===== src/rtl/pps_drift_tracker.sv =====
// pps_drift_tracker
//
// Consumes the 10-second PPS drift reports and keeps an 8-deep history of
// accepted samples. Samples that stray too far from the running average are
// rejected, and a run of rejects restarts the history. The running average is
// published for clock correction. When reports stop arriving the block drops
// into holdover.
//
// Ports
//   clk              system clock
//   rst              synchronous, active-high reset
//   drift_ready      one-cycle strobe qualifying drift_in / utc_in
//   drift_in         signed drift sample, in cycles
//   utc_in           UTC seconds tagged to the sample
//   avg_drift        signed average of the history (floor division)
//   avg_utc_seconds  utc_in of the sample that produced avg_drift
//   avg_strobe       one-cycle pulse when avg_drift updates
//   locked           history full and tracking
//   holdover         watchdog expired, avg_drift held
//   reject_count     rejected samples since reset, saturating at 255
//
// Pipeline: decision and history update register one edge after the strobe;
// the published outputs register on the following edge.

module pps_drift_tracker #(
  parameter int DRIFT_COUNT_WIDTH = 16,
  parameter int UTC_SECONDS_WIDTH = 32,
  parameter int HIST_LOG2         = 3,
  parameter int OUTLIER_THRESH    = 64,
  parameter int MAX_REJECTS       = 3,
  parameter int TIMEOUT_WIDTH     = 40,
  parameter logic [TIMEOUT_WIDTH-1:0] TIMEOUT_CYCLES = 40'd6_758_400_000
) (
  input  logic                                clk,
  input  logic                                rst,
  input  logic                                drift_ready,
  input  logic signed [DRIFT_COUNT_WIDTH-1:0] drift_in,
  input  logic        [UTC_SECONDS_WIDTH-1:0] utc_in,
  output logic signed [DRIFT_COUNT_WIDTH-1:0] avg_drift,
  output logic        [UTC_SECONDS_WIDTH-1:0] avg_utc_seconds,
  output logic                                avg_strobe,
  output logic                                locked,
  output logic                                holdover,
  output logic        [7:0]                   reject_count
);

  localparam int DW    = DRIFT_COUNT_WIDTH;
  localparam int DEPTH = 1 << HIST_LOG2;
  localparam int SUM_W = DW + HIST_LOG2;
  localparam int RUN_W = $clog2(MAX_REJECTS + 1);

  localparam logic [HIST_LOG2:0]       FILL_LAST    = (HIST_LOG2+1)'(DEPTH - 1);
  localparam logic signed [DW:0]       THRESH_S     = (DW+1)'(OUTLIER_THRESH);
  localparam logic [RUN_W-1:0]         RUN_LAST     = RUN_W'(MAX_REJECTS - 1);
  localparam logic [TIMEOUT_WIDTH-1:0] TIMEOUT_LAST = TIMEOUT_CYCLES - TIMEOUT_WIDTH'(1);

  localparam logic [1:0] ST_FILL  = 2'd0;
  localparam logic [1:0] ST_TRACK = 2'd1;
  localparam logic [1:0] ST_HOLD  = 2'd2;

  // Floor average: arithmetic shift rounds toward -inf, then truncate.
  function automatic logic signed [DW-1:0] avg_of(input logic signed [SUM_W-1:0] s);
    logic signed [SUM_W-1:0] sh;
    sh = s >>> HIST_LOG2;
    return sh[DW-1:0];
  endfunction

  function automatic logic [7:0] sat_inc8(input logic [7:0] c);
    return (c == 8'hFF) ? c : c + 8'd1;
  endfunction

  // History state
  logic signed [DW-1:0]    hist_q [DEPTH];
  logic [HIST_LOG2-1:0]    wr_ptr_q;
  logic [HIST_LOG2:0]      fill_q;
  logic signed [SUM_W-1:0] sum_q;

  // Control state
  logic [1:0]               state_q;
  logic [RUN_W-1:0]         run_q;
  logic [TIMEOUT_WIDTH-1:0] wdog_q;

  // Decision-stage outputs (p0)
  logic                         vld_p0;
  logic                         stb_p0;
  logic                         locked_p0;
  logic                         hold_p0;
  logic [UTC_SECONDS_WIDTH-1:0] utc_p0;

  logic signed [DW-1:0]    evicted;
  logic signed [SUM_W-1:0] sum_ins;
  logic signed [DW:0]      diff;
  logic                    in_range;
  logic                    wdog_expire;

  logic             do_insert;
  logic             do_flush;
  logic             do_reject;
  logic             do_wipe;
  logic             stb_nxt;
  logic [1:0]       state_nxt;
  logic [RUN_W-1:0] run_nxt;

  // The slot being overwritten only contributes to the sum once the buffer
  // has wrapped; before that it is treated as zero.
  assign evicted     = fill_q[HIST_LOG2] ? hist_q[wr_ptr_q] : '0;
  assign sum_ins     = sum_q - SUM_W'(evicted) + SUM_W'(drift_in);
  assign diff        = (DW+1)'(drift_in) - (DW+1)'(avg_drift);
  assign in_range    = (diff <= THRESH_S) && (diff >= -THRESH_S);
  // A strobe in the expiry cycle wins over the timeout.
  assign wdog_expire = !drift_ready && (wdog_q == TIMEOUT_LAST);

  always_comb begin
    do_insert = 1'b0;
    do_flush  = 1'b0;
    do_reject = 1'b0;
    do_wipe   = 1'b0;
    stb_nxt   = 1'b0;
    state_nxt = state_q;
    run_nxt   = run_q;
    case (state_q)
      ST_FILL: begin
        run_nxt = '0;
        if (drift_ready) begin
          do_insert = 1'b1;
          if (fill_q == FILL_LAST) begin
            state_nxt = ST_TRACK;
            stb_nxt   = 1'b1;
          end
        end else if (wdog_expire) begin
          do_wipe = 1'b1;
        end
      end
      ST_TRACK: begin
        if (drift_ready) begin
          if (in_range) begin
            do_insert = 1'b1;
            stb_nxt   = 1'b1;
            run_nxt   = '0;
          end else begin
            do_reject = 1'b1;
            if (run_q == RUN_LAST) begin
              do_flush  = 1'b1;
              state_nxt = ST_FILL;
              run_nxt   = '0;
            end else begin
              run_nxt = run_q + RUN_W'(1);
            end
          end
        end else if (wdog_expire) begin
          state_nxt = ST_HOLD;
          run_nxt   = '0;
        end
      end
      ST_HOLD: begin
        run_nxt = '0;
        if (drift_ready) begin
          if (in_range) begin
            do_insert = 1'b1;
            stb_nxt   = 1'b1;
            state_nxt = ST_TRACK;
          end else begin
            do_reject = 1'b1;
            do_flush  = 1'b1;
            state_nxt = ST_FILL;
          end
        end
      end
      default: begin
        state_nxt = ST_FILL;
        run_nxt   = '0;
      end
    endcase
  end

  always_ff @(posedge clk) begin
    if (rst) begin
      state_q <= ST_FILL;
      run_q   <= '0;
      wdog_q  <= '0;
    end else begin
      state_q <= state_nxt;
      run_q   <= run_nxt;
      if (drift_ready)
        wdog_q <= '0;
      else if (wdog_q != '1)
        wdog_q <= wdog_q + TIMEOUT_WIDTH'(1);
    end
  end

  // ---- stage p0: decision registered, history and sum updated ----
  always_ff @(posedge clk) begin
    if (rst) begin
      for (int i = 0; i < DEPTH; i++) hist_q[i] <= '0;
      wr_ptr_q <= '0;
      fill_q   <= '0;
      sum_q    <= '0;
    end else if (do_flush) begin
      // Restart the history with the sample that triggered the flush.
      for (int i = 0; i < DEPTH; i++) hist_q[i] <= '0;
      hist_q[0] <= drift_in;
      wr_ptr_q  <= HIST_LOG2'(1);
      fill_q    <= (HIST_LOG2+1)'(1);
      sum_q     <= SUM_W'(drift_in);
    end else if (do_wipe) begin
      for (int i = 0; i < DEPTH; i++) hist_q[i] <= '0;
      wr_ptr_q <= '0;
      fill_q   <= '0;
      sum_q    <= '0;
    end else if (do_insert) begin
      hist_q[wr_ptr_q] <= drift_in;
      wr_ptr_q         <= wr_ptr_q + HIST_LOG2'(1);
      sum_q            <= sum_ins;
      if (!fill_q[HIST_LOG2]) fill_q <= fill_q + (HIST_LOG2+1)'(1);
    end
  end

  always_ff @(posedge clk) begin
    if (rst) begin
      vld_p0    <= 1'b0;
      stb_p0    <= 1'b0;
      locked_p0 <= 1'b0;
      hold_p0   <= 1'b0;
    end else begin
      vld_p0    <= drift_ready;
      stb_p0    <= stb_nxt;
      locked_p0 <= (state_nxt == ST_TRACK);
      hold_p0   <= (state_nxt == ST_HOLD);
    end
  end

  always_ff @(posedge clk) begin
    utc_p0 <= utc_in;
  end

  // ---- stage p1: published outputs ----
  always_ff @(posedge clk) begin
    if (rst) begin
      avg_drift       <= '0;
      avg_utc_seconds <= '0;
      avg_strobe      <= 1'b0;
      locked          <= 1'b0;
      holdover        <= 1'b0;
      reject_count    <= '0;
    end else begin
      avg_strobe <= vld_p0 && stb_p0;
      if (vld_p0) begin
        locked   <= locked_p0;
        holdover <= hold_p0;
        if (stb_p0) begin
          avg_drift       <= avg_of(sum_q);
          avg_utc_seconds <= utc_p0;
        end
      end
      // Holdover entry is shown on the edge that takes the state change.
      if (wdog_expire && (state_q == ST_TRACK)) begin
        locked   <= 1'b0;
        holdover <= 1'b1;
      end
      if (do_reject) reject_count <= sat_inc8(reject_count);
    end
  end

endmodule


===== config.mk =====
export PLATFORM = sky130hd
export DESIGN_NAME = pps_drift_tracker
export DESIGN_NICKNAME = d
export VERILOG_FILES = /design/src/rtl/pps_drift_tracker.sv
export SDC_FILE = /design/constraint.sdc
export NUM_CORES = 1
export LEC_CHECK = 0
export BUFFER_PORTS_ARGS = -buffer_cell sky130_fd_sc_hd__buf_4
export CORE_MARGIN = 2
export CORE_UTILIZATION = 40
export CTS_CLUSTER_DIAMETER = 120
export DETAILED_ROUTE_END_ITERATION = 16
export PLACE_DENSITY = 0.65
export SYNTH_ARGS = -nofsm -noshare
export SYNTH_HDL_FRONTEND = slang
export SYNTH_SLANG_ARGS = --single-unit

===== constraint.sdc =====
create_clock -name clk -period 7.88 [get_ports clk]
set_clock_uncertainty 0.05 [all_clocks]
set_input_delay 1.576 -clock clk [delete_from_list [all_inputs] [get_ports clk]]
set_output_delay 1.576 -clock clk [all_outputs]
set_load 0.02 [all_outputs]

=== Word level (Yosys, flattened, before mapping) ===
Memory sizes are Yosys's and may differ from the RTL's.
Index checks and enable logic that the tools add are counted.
Widths: inputs -> output; s select.

* Flip-flop bits (word level): 165
* Memory bits (writable): 128
* Input bits: 51
* Output and inout bits: 59
* Memories: 1

* Add/sub/neg operators: 8
* $lt $le $gt $ge: 2
* Equal/unequal tests: 10
* Mux-type cells: 77
* Bitwise logic cells: 20
* Reduce and logical (&&, ||, !) cells: 19

{| class="wikitable"
|+ Memories
! name !! words !! bits a word !! rd ports !! clocked after memory_dff !! write ports !! line !! text
|-
| hist_q || 8 || 16 || 1 || 0 || 8 || 73 || <nowiki>logic signed [DW-1:0] hist_q [DEPTH];</nowiki>
|}

{| class="wikitable"
|+ Operators by type and width
! kind !! number
|-
| $mux 16 || 19
|-
| $mux 19 || 3
|-
| $add 40x1->40 const B || 1
|-
| $eq 40x33->1 const B || 1
|-
| $ne 40x40->1 const B || 1
|-
| $mux 1 || 38
|-
| $mux 2 || 11
|-
| $add 19x16->19 || 1
|-
| $sub 19x16->19 || 1
|-
| $ge 17x7->1 const B || 1
|-
| $le 17x8->1 const B || 1
|-
| $or 1x1->1 || 17
|-
| $sub 16x16->17 || 1
|-
| $reduce_or 16->1 || 1
|-
| $add 8x1->8 const B || 1
|-
| $eq 8x8->1 const B || 1
|-
| $reduce_and 2->1 || 4
|-
| $reduce_or 2->1 || 4
|-
| $eq 2x2->1 const B || 3
|-
| $pmux 1 s2 || 3
|-
| $pmux 2 s3 || 1
|-
| $add 4x1->4 const B || 1
|-
| $eq 2x1->1 const B || 2
|-
| $eq 4x3->1 const B || 1
|-
| other kinds (12) || 18
|}

=== Logic depth before layout (Yosys ltp) ===
Gate-level depths: netlist of the first run.

* Word-level depth: 13
* Mapped depth: 21

=== Worst setup path before layout of the first run ===
No wires, ideal clock.

* Path type: input -> register
* From: input port drift_in[0]
* To: memory hist_q[1][0] (netlist bit) (enable)
* Library setup time: 0.411 ns
* Arrival time: 5.532 ns
* Data required time: 7.419 ns
* Path slack: 1.887 ns
* Stages: 13
* Cells stage by stage: clkinv_1 > ha_1 > fa_1 > and2b_1 > o211ai_1 > a211o_1 > a21o_1 > a221o_1 > nor4b_4 > nand4_2 > nand3_1 > nand2b_1 > o21ai_0

{| class="wikitable"
|+ RTL lines
! item !! line !! text
|-
| start, declared || 37 || <nowiki>input logic signed [DRIFT_COUNT_WIDTH-1:0] drift_in,</nowiki>
|-
| end, declared || 73 ||
|}

==> results of run 1 <==
[power breakdown]
group	internal, mW	total (mW)	switching (mW)
clock	0.990	1.61	0.624
sequential	1.65	1.69	0.0379
combinational	0.231	0.571	0.340
[state kept, by name (all words and copies together), names as in the netlist, 2 cells and up]
register and count:
avg_drift 16, avg_utc_seconds 32, fill_q 4, hist_q 128, reject_count 8, run_q 2, state_q 2, sum_q 19
utc_p0 32, wdog_q 40, wr_ptr_q 3
[cells by family (layout without fill, tap and decap cells)]
family / after synthesis / count (layout) / share of synthesized area, %
simple gates: 556 / 556 / 19.3
mux: 6 / 6 / 0.424
flops: 293 / 293 / 50.4
fa+ha+maj: 63 / 63 / 6.57
buf+inv: 188 / 302 / 5.49
compound gates: 307 / 307 / 14.2
xor+xnor: 59 / 59 / 3.64
[area by class of cell]
cell class	count	area, um2	area share, %
clock buffer	41	908	5.50
clock inverter	20	240	1.45
inverter	111	417	2.52
multi-input combinational	991	6270	37.9
sequential	293	7150	43.2
tap	455	569	3.44
timing repair buffer	130	976	5.90
[worst max-delay path: stages]
cell      delay [ns]
buf_4           0.10
clkinv_1        0.25
ha_1            0.33
fa_1            0.39
and2b_1         0.25
o211ai_1        0.10
a211o_1         0.34
a21o_1          0.20
a221o_1         0.35
nor4b_4         0.36
nand4_2         0.21
a31oi_4         0.49
nand2_4         0.55
buf_4           0.49
nor3_1          0.21
[layout by cell type (no fill, tap or decap), types with 6 or more instances in the layout]
cell type	Yosys	layout
dfxtp_1	165	165
nand2_1	148	147
buf_4	2	130
edfxtp_1	128	128
nor2_1	123	123
nor3_1	118	117
a21oi_1	99	99
inv_1	94	94
a22oi_1	47	47
ha_1	44	44
nand3_1	35	35
clkbuf_16	0	35
o21ai_0	41	34
xor2_1	34	34
xnor2_1	25	25
nand4_1	21	21
clkinv_1	14	20
fa_1	19	19
a31oi_1	17	17
nor3_2	12	13
or3_1	13	13
and3_1	12	12
a21o_1	12	12
nor4_1	11	11
and2_1	11	10
nand2b_1	10	10
a221oi_1	10	10
a211oi_1	10	10
a22o_1	9	9
o211ai_1	9	9
a41oi_1	8	8
o21ai_1	1	8
nor2b_1	7	7
o221ai_1	7	7
o21a_1	6	6
or2_2	6	6
mux2i_1	6	6
[final timing paths]
| path | to | slack, ns | cells past startpoint |
|---|---|---|---|
| hold / removal | avg_utc_seconds[21] | 0.38 | 2 |
| setup / recovery | hist_q[2][15] | 1.92 | 15 |
| setup reg to reg | sum_q[17] | 3.08 | 19 |
| hold reg to reg | avg_utc_seconds[21] | 0.38 | 2 |
[layer usage]
layer / vias to the layer above / routed length [um]
li1: 5437 / -
met1: 5366 / 15900
met2: 360 / 18600
met3: 95 / 2210
met4: 0 / 1210
met5: - / 0
[metrics by stage]
step	setup slack (ns)	utilization [%]	power, mW	instance area, um2	instances
2_1_floorplan	1.89	-	2.14	14200	1472
3_3_place_gp	1.61	44.3	2.27	15400	1980
3_5_place_dp	1.44	44.3	2.28	15400	1980
4_1_cts	1.97	47.6	3.90	16500	2041
5_1_grt	1.58	47.6	4.04	16500	2041
6_report	1.92	47.6	3.88	16500	2041
==> impl_metrics.csv, run 1 <==
group,metric,value,unit
status,status,"finished clean",
cts,post_cts_buffers,0,
grt,antenna_found_initial,0,
cts,path_clk_slew,0.06,ns
finish,nNetsFinal,1675,
route,firstDrtPassIters,5,
cts,clk_latency,0.51,ns
place,gp_congestion,0.872,
power_and_ir_drop,ir_drop,0.174,mV
timing,max_freq,168,MHz
grt,met2_usage,35.0,%
min_path,holdCritPathClass,"register to register",
floorplanning,core_area,34700,um2
critical_path,reg2reg_from,"wr_ptr_q[0]",
timing,max-slew-margin-rel,30.2,%
route,vias,11300,
route,drc,0,
floorplanning,initial_core_util,40.8,%
critical_path,cp-start-kind,"primary input",
synth,ys_async_sr_fraction,0,%
cts,cts_tree,"done",
critical_path,end_kind,"register",
place,dp_hpwl,24.9,mm
synth,ys_dominant_reg_cell,"dfxtp_1",
cts,hold_buffers,0,
synth,synth_common_cells,"165 x dfxtp_1, 148 x nand2_1, 128 x edfxtp_1, 123 x nor2_1, 118 x nor3_1",
run,drv_cap,0,
timing,worstMarginPinSlew,1.04,ns
place,io_buffers,109,
critical_path,crit_start,"drift_in[0]",
min_path,min_from,"utc_p0[21]",
grt,grt_max_degree,72,
synth,yosysSeqAreaShare,50.4,%
synth,post-synth-top-area-cell,"edfxtp_1",
grt,met1_usage,25.6,%
floorplanning,die_x,192,um
synth,synth_area,14200,um2
finish,drive_above_1_share,13.6,%
cts,htreeDepth,2,
cts,cts.sinks,293,
timing,fin_setup_tns,0,ns
power_and_ir_drop,power_density,234,nW/um2
timing,finalSetupViolCount,0,
critical_path,crit_fanout,71,
finish,nFillCells,3241,
synth,synth.top_cell.area_share,27.1,%
synth,synth.distinct_cells,74,
synth,yosysWarnings,0,
route,drt-total-wl,37.9,mm
cts,clock_path_buffers,3,
timing,period_share,75.6,%
floorplanning,dieArea,37000,um2
synth,synth_area_leaders,"edfxtp_1 27%, dfxtp_1 23%, nor3_1 4.2%",
power_and_ir_drop,power_leakage,6.04,nW
synth,synth-edff-count,128,
timing,drv_slew,0,
finish,area_delta_synth_final,16.6,%
grt,grt_usage,20.5,%
synth,postSynthAreaPerCell,9.63,um2
timing,period_needed,5.96,ns
route,avgRoutedWirePerCell,18.6,um
floorplanning,num_rows,68,
critical_path,cp.arrival,6.22,ns
cts,cts_inserted_buffers,34,
grt,overflow,0,
grt,grt_pass1_wl,59.5,mm
route,detail_route.iter0.violations,902,
synth,synthCells,1472,
floorplanning,die_y,192,um
cts,cts_root_buf,"clkbuf_16",
critical_path,crit_type,"primary input to register",
floorplanning,io_pins,110,
timing,hold_ws,0.381,ns
timing,rsz0062_at_grt,"no",
cts,cts_resized,0,
synth,synthesis.nets,1586,
grt,gr-max-usage-layer,"met2",
synth,ys_ff_latch,293,
grt,grtUsageMet3,3.78,%
timing,finalHoldViolCount,0,
critical_path,critPathRequiredTime,8.14,ns
synth,yosysMostFrequentCell,"dfxtp_1",
grt,grt_pass1_vias,11200,
finish,antenna_cells,0,
route,vias_per_cell,5.52,
route,postRouteAntennaNets,0,
(Power assumes the default switching activity.)
==> inputs of run 2 (changes only) <==
==> constraint.sdc (replaced) <==
create_clock -name clk -period 6 [get_ports clk]
set_clock_uncertainty 0.05 [all_clocks]
set_input_delay 1.2 -clock clk [delete_from_list [all_inputs] [get_ports clk]]
set_output_delay 1.2 -clock clk [all_outputs]
set_load 0.02 [all_outputs]
==> impl_metrics.csv, run 2 (synthesis results as in run 1) <==
group,metric,value,unit
floorplanning,initial_core_util,40.8,%
cts,cts_resized,0,
cts,cts_tree,"done",
power_and_ir_drop,combPwrFrac,15.5,%
route,firstDrtPassIters,5,
route,vias_per_cell,5.52,
cts,htreeDepth,1,
finish,design_area,16400,um2
timing,period_share,84.6,%
route,avgRoutedWirePerCell,18.2,um
finish,antenna_cells,0,
cts,hold_buffers,0,
power_and_ir_drop,power_leakage,5.98,nW
grt,overflow,0,
floorplanning,core_area,34700,um2
finish,drive_above_1_share,13.5,%
timing,fin_setup_tns,0,ns
timing,max-slew-margin-rel,23.2,%
power_and_ir_drop,ir_drop,0.220,mV
power_and_ir_drop,switching_share,26.6,%
timing,worstMarginPinSlew,1.14,ns
grt,grt_usage,19.6,%
cts,path_clk_slew,0.06,ns
place,gp_congestion,0.863,
power_and_ir_drop,p_int,3.52,mW
critical_path,r2r-end,"sum_q[17]",
timing,period_needed,5.08,ns
critical_path,reg2reg_from,"wr_ptr_q[0]",
timing,finalHoldViolCount,0,
route,detail_route.iter0.violations,839,
grt,grt_pass1_vias,10800,
power_and_ir_drop,p_sw,1.28,mW
power_and_ir_drop,p_clk_share,38.2,%
floorplanning,dieArea,37000,um2
critical_path,worstRegToRegCells,17,
finish,largest_register_ffs,128,
cts,cts_root_buf,"clkbuf_16",
finish,top_register,"hist_q",
run,drv_cap,0,
grt,grt_max_degree,78,
critical_path,crit_fanout,16,
finish,nNetsFinal,1680,
critical_path,cp-start-kind,"register",
power_and_ir_drop,power.share.sequential,46.3,%
critical_path,r2r_slack,0.92,ns
timing,drv_slew,0,
place,dp_hpwl,26.2,mm
timing,finalSetupViolCount,0,
route,vias,11300,
cts,post_cts_buffers,0,
floorplanning,die_y,192,um
route,drc,0,
floorplanning,num_rows,68,
finish,final_common_cell,"dfxtp_1",
floorplanning,die_x,192,um
cts,cts_inserted_buffers,31,
finish,top_regs,"hist_q: 128 flops, wdog_q: 40 flops",
critical_path,cp.arrival,5.45,ns
place,place_area,15400,um2
critical_path,crit_type,"register to register",
status,status,"finished clean",
place,io_buffers,109,
timing,rsz0062_at_grt,"no",
min_path,min_from,"utc_p0[9]",
min_path,holdCritPathClass,"register to register",
route,postRouteAntennaNets,0,
route,drt-total-wl,37.1,mm
timing,max_freq,197,MHz
cts,cts.sinks,293,
cts,clk_latency,0.57,ns
cts,clock_path_buffers,3,
grt,grt_pass1_wl,57.6,mm
floorplanning,io_pins,110,
min_path,min_to,"avg_utc_seconds[9]",
power_and_ir_drop,power_density,293,nW/um2
grt,antenna_found_initial,0,
power_and_ir_drop,power,4.80,mW
finish,mostFrequentLayoutCells,"165 x dfxtp_1, 147 x nand2_1, 138 x buf_4, 128 x edfxtp_1, 123 x nor2_1",
critical_path,end_kind,"register",
critical_path,critPathRequiredTime,6.37,ns
min_path,hold_depth,2,
finish,area_delta_synth_final,15.7,%
## run 2: cell count changes in the layout (fill, tap and decap cells not counted)
cell / before / now
clkinvlp_4: 0 / 2
clkinv_1: 20 / 18
buf_4: 130 / 138
clkbuf_8: 1 / 5
bufinv_16: 5 / 1
clkbuf_1: 5 / 8
clkinv_4: 0 / 1
clkinv_2: 5 / 1
clkinv_8: 1 / 0
clkbuf_16: 35 / 31
inv_6: 3 / 1
## run 2: metrics by stage
step | std cells | util [%] | hold WS [ns] | worst slack (ns)
floorplan | 1472 | - | 0.367 | 0.383
global placement | 1988 | 44.5 | 0.370 | 0.533
detailed placement | 1988 | 44.5 | 0.377 | 0.403
CTS | 2042 | 47.2 | 0.386 | 0.986
global route | 2042 | 47.2 | 0.399 | 0.604
finish | 2042 | 47.2 | 0.381 | 0.923
## run 2: worst max-delay path, cell delays in order, from the launching register on
cell      delay [ns]
dfxtp_1         0.67
and3_1          0.72
a22oi_1         0.23
a41oi_1         0.44
fa_1            0.49
inv_1           0.07
ha_1            0.28
o21a_1          0.21
a21oi_1         0.21
o21ai_0         0.13
a21oi_1         0.33
o211ai_1        0.19
nand2_1         0.10
o21ai_0         0.15
a21o_1          0.22
a21oi_1         0.17
xor2_1          0.18
a32oi_1         0.08
## run 2: worst max path at each step
| stage | startpoint | to | slack, ns | depth (start not counted) |
|---|---|---|---|---|
| finish | wr_ptr_q[0] | sum_q[17] | 0.92 | 17 |
| global route | wr_ptr_q[0] | sum_q[17] | 0.60 | 18 |
| CTS | drift_in[0] | hist_q[5][15] | 0.99 | 15 |
| detailed placement | drift_in[0] | hist_q[5][15] | 0.40 | 15 |
| global placement | drift_in[0] | hist_q[7][14] | 0.53 | 16 |
| floorplan | drift_in[0] | hist_q[1][0] | 0.38 | 13 |
## run 2: power by group through the flow
stage,Combinational (mW),Clock (mW),Sequential [mW]
2_1_floorplan,0.563,0,2.24
3_3_place_gp,0.724,0,2.27
3_5_place_dp,0.736,0,2.27
4_1_cts,0.742,1.87,2.22
5_1_grt,0.837,1.94,2.23
6_report,0.745,1.84,2.22
## run 2: cell type report
type | instances | area, um2
Fill cell | 3247 | 18300
Sequential cell | 293 | 7150
Multi-Input combinational cell | 991 | 6270
Timing Repair Buffer | 138 | 1040
Clock buffer | 44 | 875
Tap cell | 455 | 569
Inverter | 111 | 417
Clock inverter | 10 | 82.6
## run 2: per-layer routing
metal  share of wire [%]  vias up  track usage (%)  wire [um]
li1                    -     5438                -          -
met5                   0        -                0          0
met3                 5.6       77             2.71       2080
met4                 2.9        0             6.22       1070
met2                  49      336             33.4      18200
met1                  42     5411             25.7      15700
